==> src/rtl/seg7_display_ctrl.sv <==
// seg7_display_ctrl: N-digit hex seven-segment controller.
// Loads are accepted through a valid/ready handshake into a pending buffer.
// The buffer is committed to the visible display on a refresh tick, so a
// half-updated display is never shown. The controller also provides
// leading-zero blanking, per-digit decimal points, per-digit blink and
// selectable segment polarity.
// Optional build macro SEG7_MUX_EN adds a registered multiplexed scan
// output (scan_seg / scan_an). Without it those ports are tied inactive.
module seg7_display_ctrl #(
  parameter int NUM_DIGITS  = 6,
  parameter int CLK_FREQ    = 10_000_000,
  parameter int REFRESH_HZ  = 1000,
  parameter int BLINK_TICKS = 250,
  parameter int ACTIVE_LOW  = 1
) (
  input  logic                      clk,
  input  logic                      rst_n,
  input  logic                      load_valid,
  output logic                      load_ready,
  input  logic [4*NUM_DIGITS-1:0]   load_value,
  input  logic [NUM_DIGITS-1:0]     load_dp,
  input  logic [NUM_DIGITS-1:0]     load_blink,
  input  logic                      blank_lz,
  output logic                      commit_pulse,
  output logic [8*NUM_DIGITS-1:0]   seg_out,
  output logic [7:0]                scan_seg,
  output logic [NUM_DIGITS-1:0]     scan_an
);

  localparam int TICK_DIV = CLK_FREQ / REFRESH_HZ;
  localparam int TW = (TICK_DIV > 1) ? $clog2(TICK_DIV) : 1;
  localparam int BW = (BLINK_TICKS > 1) ? $clog2(BLINK_TICKS) : 1;
  localparam logic [TW-1:0] TICK_LAST  = TW'(TICK_DIV - 1);
  localparam logic [BW-1:0] BLINK_LAST = BW'(BLINK_TICKS - 1);
  localparam logic [7:0] SEG_UNLIT = (ACTIVE_LOW != 0) ? 8'hFF : 8'h00;
  localparam logic [NUM_DIGITS-1:0] AN_OFF = (ACTIVE_LOW != 0) ? {NUM_DIGITS{1'b1}} : {NUM_DIGITS{1'b0}};

  typedef enum logic {IDLE = 1'b0, HOLD = 1'b1} state_t;

  // Hex glyph with 1 = lit, bit order {g,f,e,d,c,b,a}
  function automatic logic [6:0] decode_hex(input logic [3:0] nib);
    logic [6:0] g;
    case (nib)
      4'h0: g = 7'h3F;  4'h1: g = 7'h06;  4'h2: g = 7'h5B;  4'h3: g = 7'h4F;
      4'h4: g = 7'h66;  4'h5: g = 7'h6D;  4'h6: g = 7'h7D;  4'h7: g = 7'h07;
      4'h8: g = 7'h7F;  4'h9: g = 7'h6F;  4'hA: g = 7'h77;  4'hB: g = 7'h7C;
      4'hC: g = 7'h39;  4'hD: g = 7'h5E;  4'hE: g = 7'h79;  default: g = 7'h71;
    endcase
    return g;
  endfunction

  // Map an internal lit-high byte onto the board polarity
  function automatic logic [7:0] apply_pol(input logic [7:0] lit);
    return (ACTIVE_LOW != 0) ? ~lit : lit;
  endfunction

  logic [TW-1:0]           tick_cnt;
  logic                    tick;
  logic [BW-1:0]           blink_cnt;
  logic                    blink_phase;
  state_t                  state, state_nxt;
  logic [4*NUM_DIGITS-1:0] pend_val, disp_val;
  logic [NUM_DIGITS-1:0]   pend_dp, pend_blink, disp_dp, disp_blink;
  logic [NUM_DIGITS-1:0]   lz_blank;
  logic                    zero_run;
  logic [7:0]              glyph;
  logic [8*NUM_DIGITS-1:0] seg_nxt;
  logic [8*NUM_DIGITS-1:0] seg_p1;

  assign tick = (tick_cnt == TICK_LAST);

  // Refresh tick divider
  always_ff @(posedge clk or negedge rst_n) begin
    if (!rst_n)    tick_cnt <= '0;
    else if (tick) tick_cnt <= '0;
    else           tick_cnt <= tick_cnt + 1'b1;
  end

  // Blink half-period counter, advanced by refresh ticks
  always_ff @(posedge clk or negedge rst_n) begin
    if (!rst_n) begin
      blink_cnt   <= '0;
      blink_phase <= 1'b0;
    end else if (tick) begin
      if (blink_cnt == BLINK_LAST) begin
        blink_cnt   <= '0;
        blink_phase <= ~blink_phase;
      end else begin
        blink_cnt <= blink_cnt + 1'b1;
      end
    end
  end

  // Handshake FSM state register
  always_ff @(posedge clk or negedge rst_n) begin
    if (!rst_n) state <= IDLE;
    else        state <= state_nxt;
  end

  // Handshake FSM next state: HOLD means pending data awaits a tick
  always_comb begin
    state_nxt = state;
    case (state)
      IDLE:    if (load_valid) state_nxt = HOLD;
      HOLD:    if (tick)       state_nxt = IDLE;
      default: state_nxt = IDLE;
    endcase
  end

  // Handshake FSM outputs
  always_comb begin
    load_ready   = (state == IDLE);
    commit_pulse = (state == HOLD) && tick;
  end

  // Pending buffer capture on an accepted load
  always_ff @(posedge clk or negedge rst_n) begin
    if (!rst_n) begin
      pend_val   <= '0;
      pend_dp    <= '0;
      pend_blink <= '0;
    end else if (load_valid && load_ready) begin
      pend_val   <= load_value;
      pend_dp    <= load_dp;
      pend_blink <= load_blink;
    end
  end

  // Visible display registers, updated only on commit
  always_ff @(posedge clk or negedge rst_n) begin
    if (!rst_n) begin
      disp_val   <= '0;
      disp_dp    <= '0;
      disp_blink <= '0;
    end else if (commit_pulse) begin
      disp_val   <= pend_val;
      disp_dp    <= pend_dp;
      disp_blink <= pend_blink;
    end
  end

  // Leading-zero mask: scan from the top digit while nibbles stay zero
  always_comb begin
    lz_blank = '0;
    zero_run = blank_lz;
    for (int i = NUM_DIGITS - 1; i >= 0; i--) begin
      zero_run = zero_run && (disp_val[4*i +: 4] == 4'h0);
      if (i != 0) lz_blank[i] = zero_run;
    end
  end

  // Glyph assembly: LZ blanking keeps dp, blink blanks the whole digit
  always_comb begin
    seg_nxt = '0;
    glyph   = '0;
    for (int i = 0; i < NUM_DIGITS; i++) begin
      glyph = {disp_dp[i], decode_hex(disp_val[4*i +: 4])};
      if (lz_blank[i])                 glyph[6:0] = '0;
      if (disp_blink[i] && blink_phase) glyph      = '0;
      seg_nxt[8*i +: 8] = apply_pol(glyph);
    end
  end

  // ---- stage p1: registered segment drive ----
  always_ff @(posedge clk or negedge rst_n) begin
    if (!rst_n) seg_p1 <= {NUM_DIGITS{SEG_UNLIT}};
    else        seg_p1 <= seg_nxt;
  end

  assign seg_out = seg_p1;

`ifdef SEG7_MUX_EN
  localparam int IW = (NUM_DIGITS > 1) ? $clog2(NUM_DIGITS) : 1;
  localparam logic [IW-1:0] IDX_LAST = IW'(NUM_DIGITS - 1);

  logic [IW-1:0]         scan_idx, scan_idx_nxt;
  logic                  scan_on, scan_on_nxt;
  logic [NUM_DIGITS-1:0] an_lit;

  // Scan index: first tick enables digit 0, later ticks advance and wrap
  always_comb begin
    scan_on_nxt  = scan_on | tick;
    scan_idx_nxt = scan_idx;
    if (tick && scan_on) scan_idx_nxt = (scan_idx == IDX_LAST) ? '0 : scan_idx + 1'b1;
    an_lit = '0;
    an_lit[scan_idx_nxt] = 1'b1;
  end

  // Scan outputs registered from the same source as seg_out so they align
  always_ff @(posedge clk or negedge rst_n) begin
    if (!rst_n) begin
      scan_idx <= '0;
      scan_on  <= 1'b0;
      scan_an  <= AN_OFF;
      scan_seg <= SEG_UNLIT;
    end else begin
      scan_idx <= scan_idx_nxt;
      scan_on  <= scan_on_nxt;
      scan_an  <= scan_on_nxt ? ((ACTIVE_LOW != 0) ? ~an_lit : an_lit) : AN_OFF;
      scan_seg <= scan_on_nxt ? seg_nxt[int'(scan_idx_nxt)*8 +: 8] : SEG_UNLIT;
    end
  end
`else
  assign scan_an  = AN_OFF;
  assign scan_seg = SEG_UNLIT;
`endif

endmodule

==> config.mk <==
export PLATFORM = sky130hd
export DESIGN_NAME = seg7_display_ctrl
export DESIGN_NICKNAME = d
export VERILOG_FILES = /design/src/rtl/seg7_display_ctrl.sv
export SDC_FILE = /design/constraint.sdc
export NUM_CORES = 1
export LEC_CHECK = 0
export CORE_MARGIN = 5
export CORE_UTILIZATION = 43
export CTS_BUF_LIST = sky130_fd_sc_hd__clkbuf_8
export CTS_CLUSTER_SIZE = 25
export DETAILED_ROUTE_END_ITERATION = 8
export PLACE_DENSITY_LB_ADDON = 0.05
export SLEW_MARGIN = 20
export SYNTH_ARGS = -nofsm -noshare
export SYNTH_HDL_FRONTEND = slang
export SYNTH_SLANG_ARGS = --single-unit
==> constraint.sdc <==
create_clock -name clk -period 3.9 [get_ports clk]
set_input_delay 0.39 -clock clk [delete_from_list [all_inputs] [get_ports clk]]
set_output_delay 0.39 -clock clk [all_outputs]
set_load 0.02 [all_outputs]
==> flow_summary.ini, run 1 <==
[run_status]
status = finished, final reports clean

[placement]
dp.cells = 852
placed_area_um2 = 7890
dpl.hpwl_mm = 9.51
gp_congestion = 0.804
port_buffers = 89

[power]
p_leak_nw = 3.52
swShare_pct = 22.4
power_density_nw_per_um2 = 362
power_mw = 3.00
max-vdd-ir-drop_v = 0.000199
seqPwrFrac_pct = 53.3
p_switching_mw = 0.671
pwr-share-clk_pct = 40.1
p_int_mw = 2.33
comb_power_share_pct = 6.7

[sta]
drv_slew = 0
setup_tns_ps = 0
final.min_clock_period_ps = 2890
max_slew_margin_pct = 40.3
skew_ps = 11.6
fin_crit_sh_pct = 74.2
worst_pin_slew_ps = 895
max_freq_mhz = 346
rsz0062_at_grt = false
final-setup-viol-count = 0
holdWs_ps = 32.5
hold_viol = 0

[floorplanning]
initial_core_util_pct = 43.4
rows = 46
die_x_um = 136
coreArea_um2 = 15800
dieArea_um2 = 18500
die_h_um = 136
io_pins = 104

[logic_synthesis]
synth_compound_area_share_pct = 8.93
synth-warning-count = 0
synthAdderAreaFrac_pct = 6.94
ys_seq_area_share_pct = 53.5
muxShareOfSynthArea_pct = 13.9
ys_dominant_reg_cell = dfrtp_1
synth_top_family_by_area = multiplexers
syn_area_per_cell_um2 = 12.1
synth_xor_area_share_pct = 1.41
async_flop_share_pct = 100
synth_cell_types = 52
synth_edf_count = 0
synth.area.top_cells = dfrtp_1, dfstp_2, mux2_2
synth_area_um2 = 6850
synth-seq-cells = 144
synth_top_cell_by_area = dfrtp_1
synth_cells = 567
synth_top_area_share_pct = 35.1
yosys.area_share.simple_pct = 10.4

[cts]
cts_resized = 0
cts_tree = yes
insertion_delay_ps = 450
clk_path_buf_depth = 2
clkTransAtPathRegs_ps = 80
htree_num_levels = 4
cts_made_buffers = 17
ctsRootBufferMaster = clkbuf_8
hold_buffers = 0
cts_setup_buffers = 0
cts.sinks = 144

[finish]
drive_gt1_share_pct = 25.8
final_area_um2 = 8290
area_delta_synth_final_pct = 21.0
antenna_cells = 0
fin_cells = 883
fillers = 1411
final_cell_mix = dfrtp_1, clkdlybuf4s50_1, mux2_2
fin_nets = 733
mostFrequentLayoutCell = dfrtp_1

[drt]
drtIter0Drc = 161
wire_per_inst_um = 15.6
dr_total_vias = 4486
ant_nets = 0
via_per_inst = 5.08
drc_errors = 0
drt_pass1_iterations = 5
drt_wl_total_mm = 13.8

[global_route]
grt_max_degree = 100
antenna_found_initial = 0
grt_overflow = 0
grt_pass1_vias = 4612
grt_pass1_wl_mm = 23.0
grt.total_usage_pct = 15.7

[critical_path]
crit_fanout = 5
path_class = register to output pin
cp.arrival_ps = 2500
cp-start-kind = register
required_ps = 3510
cp-end-kind = output pin

[run]
cap_viol_max_count = 0

[hold_path]
hold_path.class = input port to async pin
-- cells in the mapped netlist (5+ instances only) --
cell type / count
a21oi_1: 8
a32oi_1: 5
buf_4: 15
clkbuf_1: 20
dfrtp_1: 96
dfstp_2: 48
ha_1: 38
inv_1: 29
mux2_2: 78
nand2_1: 48
nand2b_1: 13
nand3_1: 14
nor2_1: 26
nor2b_1: 7
o211ai_1: 21
o21ai_0: 16
o311ai_0: 24
xnor2_1: 5
xor2_1: 6
-- stage by stage --
stage | setup WS (ps) | utilization, %
5_1_grt | 885 | 52.6
6_report | 1010 | 52.6
2_1_floorplan | 1710 | -
3_5_place_dp | 1470 | 50.0
3_3_place_gp | 1480 | 50.0
4_1_cts | 959 | 52.6
-- logic make-up after synthesis --
kind of cell,Yosys count
compound gates,84
xor+xnor,11
fa+ha+maj,38
buf+inv,67
flops,144
mux,84
other cells,1
simple gates,138
-- power groups by stage --
| stage | clock network, mW | logic (mW) | registers (mW) |
|---|---|---|---|
| CTS | 1.25 | 0.205 | 1.60 |
| finish | 1.20 | 0.200 | 1.60 |
| floorplan | 0 | 0.0785 | 1.64 |
| global route | 1.31 | 0.221 | 1.61 |
| detailed placement | 0 | 0.204 | 1.63 |
| global placement | 0 | 0.201 | 1.62 |
-- worst paths after layout --
kind / end / slack, ps / cells after the start / startpoint
setup / recovery: commit_pulse / 1010 / 5 / tick_cnt[6]$_DFF_PN0_
hold / removal: pend_dp[0]$_DFFE_PN0P_ / 30 / 1 / rst_n
setup reg to reg: seg_out[13]$_DFF_PN1_ / 1570 / 6 / disp_val[16]$_DFFE_PN0P_
hold reg to reg: seg_out[23]$_DFF_PN1_ / 400 / 1 / disp_dp[2]$_DFFE_PN0P_
max in group asynchronous: seg_out[33]$_DFF_PN1_ / 2940 / 2 / rst_n
min in group clk: seg_out[23]$_DFF_PN1_ / 400 / 1 / disp_dp[2]$_DFFE_PN0P_
-- worst max-delay path: stages, from the launching register on --
cell and delay, ps:
dfrtp_1 430, or4b_4 580, nor4_4 260, nand2_2 120, inv_1 70, clkdlybuf4s50_1 590
-- flip-flops by register name, summed over array words and instances (netlist names) --
signal,count
seg_out,48
disp_val,24
pend_val,24
tick_cnt,14
blink_cnt,8
disp_blink,6
disp_dp,6
pend_blink,6
pend_dp,6
blink_phase,1
state,1
-- cell type report --
class                      instances  area [µm²]  share of cell area [%]
multi-input combinational        369        2910                    35.1
inverter                          29         109                    1.31
tap                              216         270                    3.26
timing repair buffer              94         930                    11.2
sequential                       144        3660                    44.2
clock buffer                      19         262                    3.15
clock inverter                    12         143                    1.72
-- layer usage --
layer  vias to the layer above  share of wire, %  routed length [µm]  global-route usage, %
met1                      2239                45                6170                   20.7
met4                         0               1.6                 226                   6.22
met5                         -                 0                   0                      0
met3                        18               4.3                 585                   3.70
met2                        82                49                6780                   25.2
li1                       2147                 -                   -                      -
Note: power is estimated with default switching activity, not from simulation.
==> inputs of run 2 (changes only) <==
==> constraint.sdc (replaced) <==
create_clock -name clk -period 2.4 [get_ports clk]
set_input_delay 0.24 -clock clk [delete_from_list [all_inputs] [get_ports clk]]
set_output_delay 0.24 -clock clk [all_outputs]
set_load 0.02 [all_outputs]
==> run 2 against run 1 <==
Net effect:
- total power increased by 55%
- sequential share of layout area is 0.60 points lower
- worst setup slack worse by 860 ps
- register-to-register slack lost 1400 ps
- cell count is 1.8% higher
- wire length decreased by 1.5%
- combinational power up 70%
- core utilization up 0.72 points
- sequential power increased by 62%
- via count is 0.67% higher
==> flow_summary.ini, run 2 (same netlist as run 1, synthesis figures left out) <==
[placement]
dp.cells = 865
dp_slack_ps = 138
port_buffers = 89
gp_congestion = 0.881
placed_area_um2 = 8010
dpl.hpwl_mm = 9.56

[finish]
largest_reg_flops = 48
post-route-util_pct = 53.3
drive_gt1_share_pct = 27.8
final_cell_mix = dfrtp_1, clkdlybuf4s50_1, mux2_2
fin_nets = 749
final_area_um2 = 8400
area_delta_synth_final_pct = 22.7
antenna_cells = 0
mostFrequentLayoutCell = dfrtp_1
fin_cells = 899

[power]
comb_power_share_pct = 7.3
max-vdd-ir-drop_v = 0.000314
seqPwrFrac_pct = 55.8
swShare_pct = 22.7
pwr-share-clk_pct = 36.9
p_int_mw = 3.60
p_switching_mw = 1.05
p_leak_nw = 3.61
power_mw = 4.65
power_density_nw_per_um2 = 554

[floorplanning]
coreArea_um2 = 15800
die_h_um = 136
io_pins = 104
rows = 46
die_x_um = 136
dieArea_um2 = 18500
initial_core_util_pct = 43.4

[cts]
insertion_delay_ps = 430
cts.sinks = 144
clk_path_buf_depth = 2
cts_made_buffers = 17
cts_tree = yes
clkTransAtPathRegs_ps = 70
htree_num_levels = 4
ctsRootBufferMaster = clkbuf_8

[critical_path]
cp-end-kind = output pin
crit_fanout = 4
cp-start-kind = register
cp.arrival_ps = 2010
cp_slowest_cell = or4b_4
required_ps = 2160
endpoint = commit_pulse
cp_top_family = simple AND/OR/NAND/NOR gates
crit_start = tick_cnt[4]$_DFF_PN0_
ff2ff_setup_slack_ps = 200
reg2reg_to = blink_cnt[1]$_DFFE_PN0N_
cp_num_cells = 5
slowest_delay_ps = 570
path_cells = or4b_4 > nor4_4 > nand2_2 > inv_1 > buf_2
path_class = register to output pin
reg2reg_depth = 4
crit_buf_inv = 2
r2r_start = tick_cnt[7]$_DFF_PN0_

[global_route]
grt_pass1_vias = 4643
grt_max_degree = 79
grt.total_usage_pct = 15.6
grt_overflow = 0
antenna_found_initial = 0
grt_pass1_wl_mm = 22.8

[sta]
max_freq_mhz = 444
final.min_clock_period_ps = 2250
worst_pin_slew_ps = 724
setup_slack_ps = 147
max_slew_margin_pct = 51.8
setup_tns_ps = 0
fin_crit_sh_pct = 93.9
skew_ps = 7.91
drv_slew = 0
holdWs_ps = 394
hold_viol = 0
final-setup-viol-count = 0
rsz0062_at_grt = false

[hold_path]
hold_path.class = register to register

[drt]
drt_wl_total_mm = 13.6
drt_pass1_iterations = 4
drtIter0Drc = 116
ant_nets = 0
wire_per_inst_um = 15.1
via_per_inst = 5.02
drc_errors = 0
dr_total_vias = 4516

[run_status]
status = finished, final reports clean

[run]
cap_viol_max_count = 0
## run 2: metal layers
layer,part of all wire [%],wire length (µm),vias up,track usage (%)
met4,2.1,288,0,6.55
met5,0,0,-,0
met1,45,6100,2230,20.0
met2,49,6630,83,25.1
li1,-,-,2183,-
met3,4.0,537,20,3.89
## run 2: cell type report
class / count / area, µm²
Clock buffer: 20 / 275
Inverter: 29 / 109
Sequential cell: 144 / 3660
Fill cell: 1392 / 7370
Timing Repair Buffer: 110 / 1070
Clock inverter: 11 / 75.1
Multi-Input combinational cell: 369 / 2940
Tap cell: 216 / 270
## run 2: power by group through the flow
stage          registers [mW]  logic [mW]  clock network [mW]
6_report                 2.60       0.339                1.72
5_1_grt                  2.61       0.371                1.89
4_1_cts                  2.60       0.346                1.79
3_5_place_dp             2.64       0.342                   0
3_3_place_gp             2.64       0.337                   0
2_1_floorplan            2.66       0.128                   0
## run 2: worst min-delay path by stage
stage                            from                        to  slack (ps)  cells past startpoint
2_1_floorplan                   rst_n  blink_cnt[0]$_DFFE_PN0N_         -60                      0
3_3_place_gp                    rst_n    pend_dp[0]$_DFFE_PN0P_         320                      1
3_5_place_dp                    rst_n    pend_dp[0]$_DFFE_PN0P_         330                      1
4_1_cts                    load_dp[2]    pend_dp[2]$_DFFE_PN0P_         380                      2
5_1_grt                load_value[11]  pend_val[11]$_DFFE_PN0P_         380                      2
6_report       disp_dp[2]$_DFFE_PN0P_     seg_out[23]$_DFF_PN1_         390                      1
## run 2: timing repair
item,4_1_cts,5_1_grt
hold buffers,1,0
setup endpoints to repair,1,7
cloned,0,0
pin swaps,0,1
setup buffers,0,2
resized for setup,3,7
endpoints found under the hold margin,50,0
==> inputs of run 3 (changes only) <==
--- a/config.mk
+++ b/config.mk
@@ -15,3 +15,4 @@
 export SYNTH_ARGS = -nofsm -noshare
 export SYNTH_HDL_FRONTEND = slang
 export SYNTH_SLANG_ARGS = --single-unit
+export TNS_END_PERCENT = 5
==> run 3 against run 2 <==
Net effect:
- cell count shrank 0.22%
- combinational power hardly changed
- clock-buffer cell count did not move
- total power hardly changed
- largest cell class unchanged
- highest routed layer unchanged
==> flow_summary.ini, run 3 (same netlist as run 1, synthesis figures left out) <==
[critical_path]
required_ps = 2160
cp-start-kind = register
crit_fanout = 4
cp.arrival_ps = 2100
path_class = register to output pin
cp-end-kind = output pin

[finish]
fin_nets = 747
fillers = 1394
drive_gt1_share_pct = 27.5
largest_reg_flops = 48
fin_cells = 897
post-route-util_pct = 53.2
final_cell_mix = dfrtp_1, clkdlybuf4s50_1, mux2_2
antenna_cells = 0
area_delta_synth_final_pct = 22.5
mostFrequentLayoutCell = dfrtp_1

[cts]
clk_path_buf_depth = 2
ctsRootBufferMaster = clkbuf_8
cts.sinks = 144
cts_tree = yes
insertion_delay_ps = 430
cts_made_buffers = 17
htree_num_levels = 4
clkTransAtPathRegs_ps = 80

[drt]
dr_total_vias = 4521
ant_nets = 0
drc_errors = 0
drtIter0Drc = 143
via_per_inst = 5.04
drt_pass1_iterations = 7
drt_wl_total_mm = 13.5
wire_per_inst_um = 15.1

[placement]
dp.cells = 865
port_buffers = 89
gp_congestion = 0.881
dpl.hpwl_mm = 9.56

[power]
power_density_nw_per_um2 = 555
max-vdd-ir-drop_v = 0.000313
p_leak_nw = 3.60
power_mw = 4.65

[floorplanning]
dieArea_um2 = 18500
coreArea_um2 = 15800
initial_core_util_pct = 43.4
rows = 46
io_pins = 104
die_x_um = 136
die_h_um = 136

[run_status]
status = finished, final reports clean

[sta]
max_slew_margin_pct = 52.1
rsz0062_at_grt = true
final.min_clock_period_ps = 2340
skew_ps = 7.97
drv_slew = 0
final-setup-viol-count = 0
worst_pin_slew_ps = 719
fin_crit_sh_pct = 97.5
holdWs_ps = 394
hold_viol = 0
max_freq_mhz = 427

[global_route]
grt_pass1_wl_mm = 22.8
grt_max_degree = 79
grt.total_usage_pct = 15.6
antenna_found_initial = 0
grt_pass1_vias = 4643
grt_overflow = 0

[run]
cap_viol_max_count = 0

[hold_path]
hold_path.class = register to register
==> run 3: timing repair <==
item | in CTS | in global routing
endpoints found under the setup margin | 1 | 7
hold endpoints to repair | 50 | 0
gates resized for setup | 3 | 5
hold buffers | 1 | 0
setup buffers | 0 | 0
==> run 3: metrics by stage <==
stage	setup slack [ps]	cell area (µm²)	setup TNS, ps
after CTS	0.791	8370	0
after global routing	-63.8	8390	-63.8
after floorplan	322	6900	0
after global placement	155	8010	0
final	59.1	8390	0
after detailed placement	138	8010	0
==> run 3: cell type report <==
type	instances	area, µm²	area share [%]
Clock buffer	20	275	3.28
Tap cell	216	270	3.22
Clock inverter	11	75.1	0.895
Sequential cell	144	3660	43.7
Inverter	29	109	1.30
Multi-Input combinational cell	369	2930	35.0
Timing Repair Buffer	108	1060	12.7
==> run 3: power breakdown <==
group	leakage (nW)	switching (mW)	internal [mW]
sequential	1.76	0.0454	2.55
combinational	1.64	0.161	0.178
clock	0.203	0.849	0.869
==> run 3: per-layer routing <==
layer,track usage (%),vias up,share of wire [%]
li1,-,2178,-
met4,6.55,0,2.1
met3,3.89,20,4.0
met5,0,-,0
met1,20.0,2236,45
met2,25.1,87,49
==> run 3: critical path, cell delays in order, from the launching register on <==
cell	delay [ps]
dfrtp_1	420
or4b_4	550
nor4_4	260
nand2_2	110
inv_1	70
clkdlybuf4s15_2	250
==> run 3: path summary, 6_finish.rpt <==
check / from / endpoint / slack, ps / cells after the start
min reg2reg: disp_dp[2]$_DFFE_PN0P_ / seg_out[23]$_DFF_PN1_ / 390 / 1
min: disp_dp[2]$_DFFE_PN0P_ / seg_out[23]$_DFF_PN1_ / 390 / 1
max in group asynchronous: rst_n / seg_out[18]$_DFF_PN1_ / 1240 / 3
min in group asynchronous: rst_n / pend_dp[5]$_DFFE_PN0P_ / 430 / 2
max: tick_cnt[7]$_DFF_PN0_ / commit_pulse / 60 / 5
max reg2reg: tick_cnt[7]$_DFF_PN0_ / blink_cnt[1]$_DFFE_PN0N_ / 200 / 4
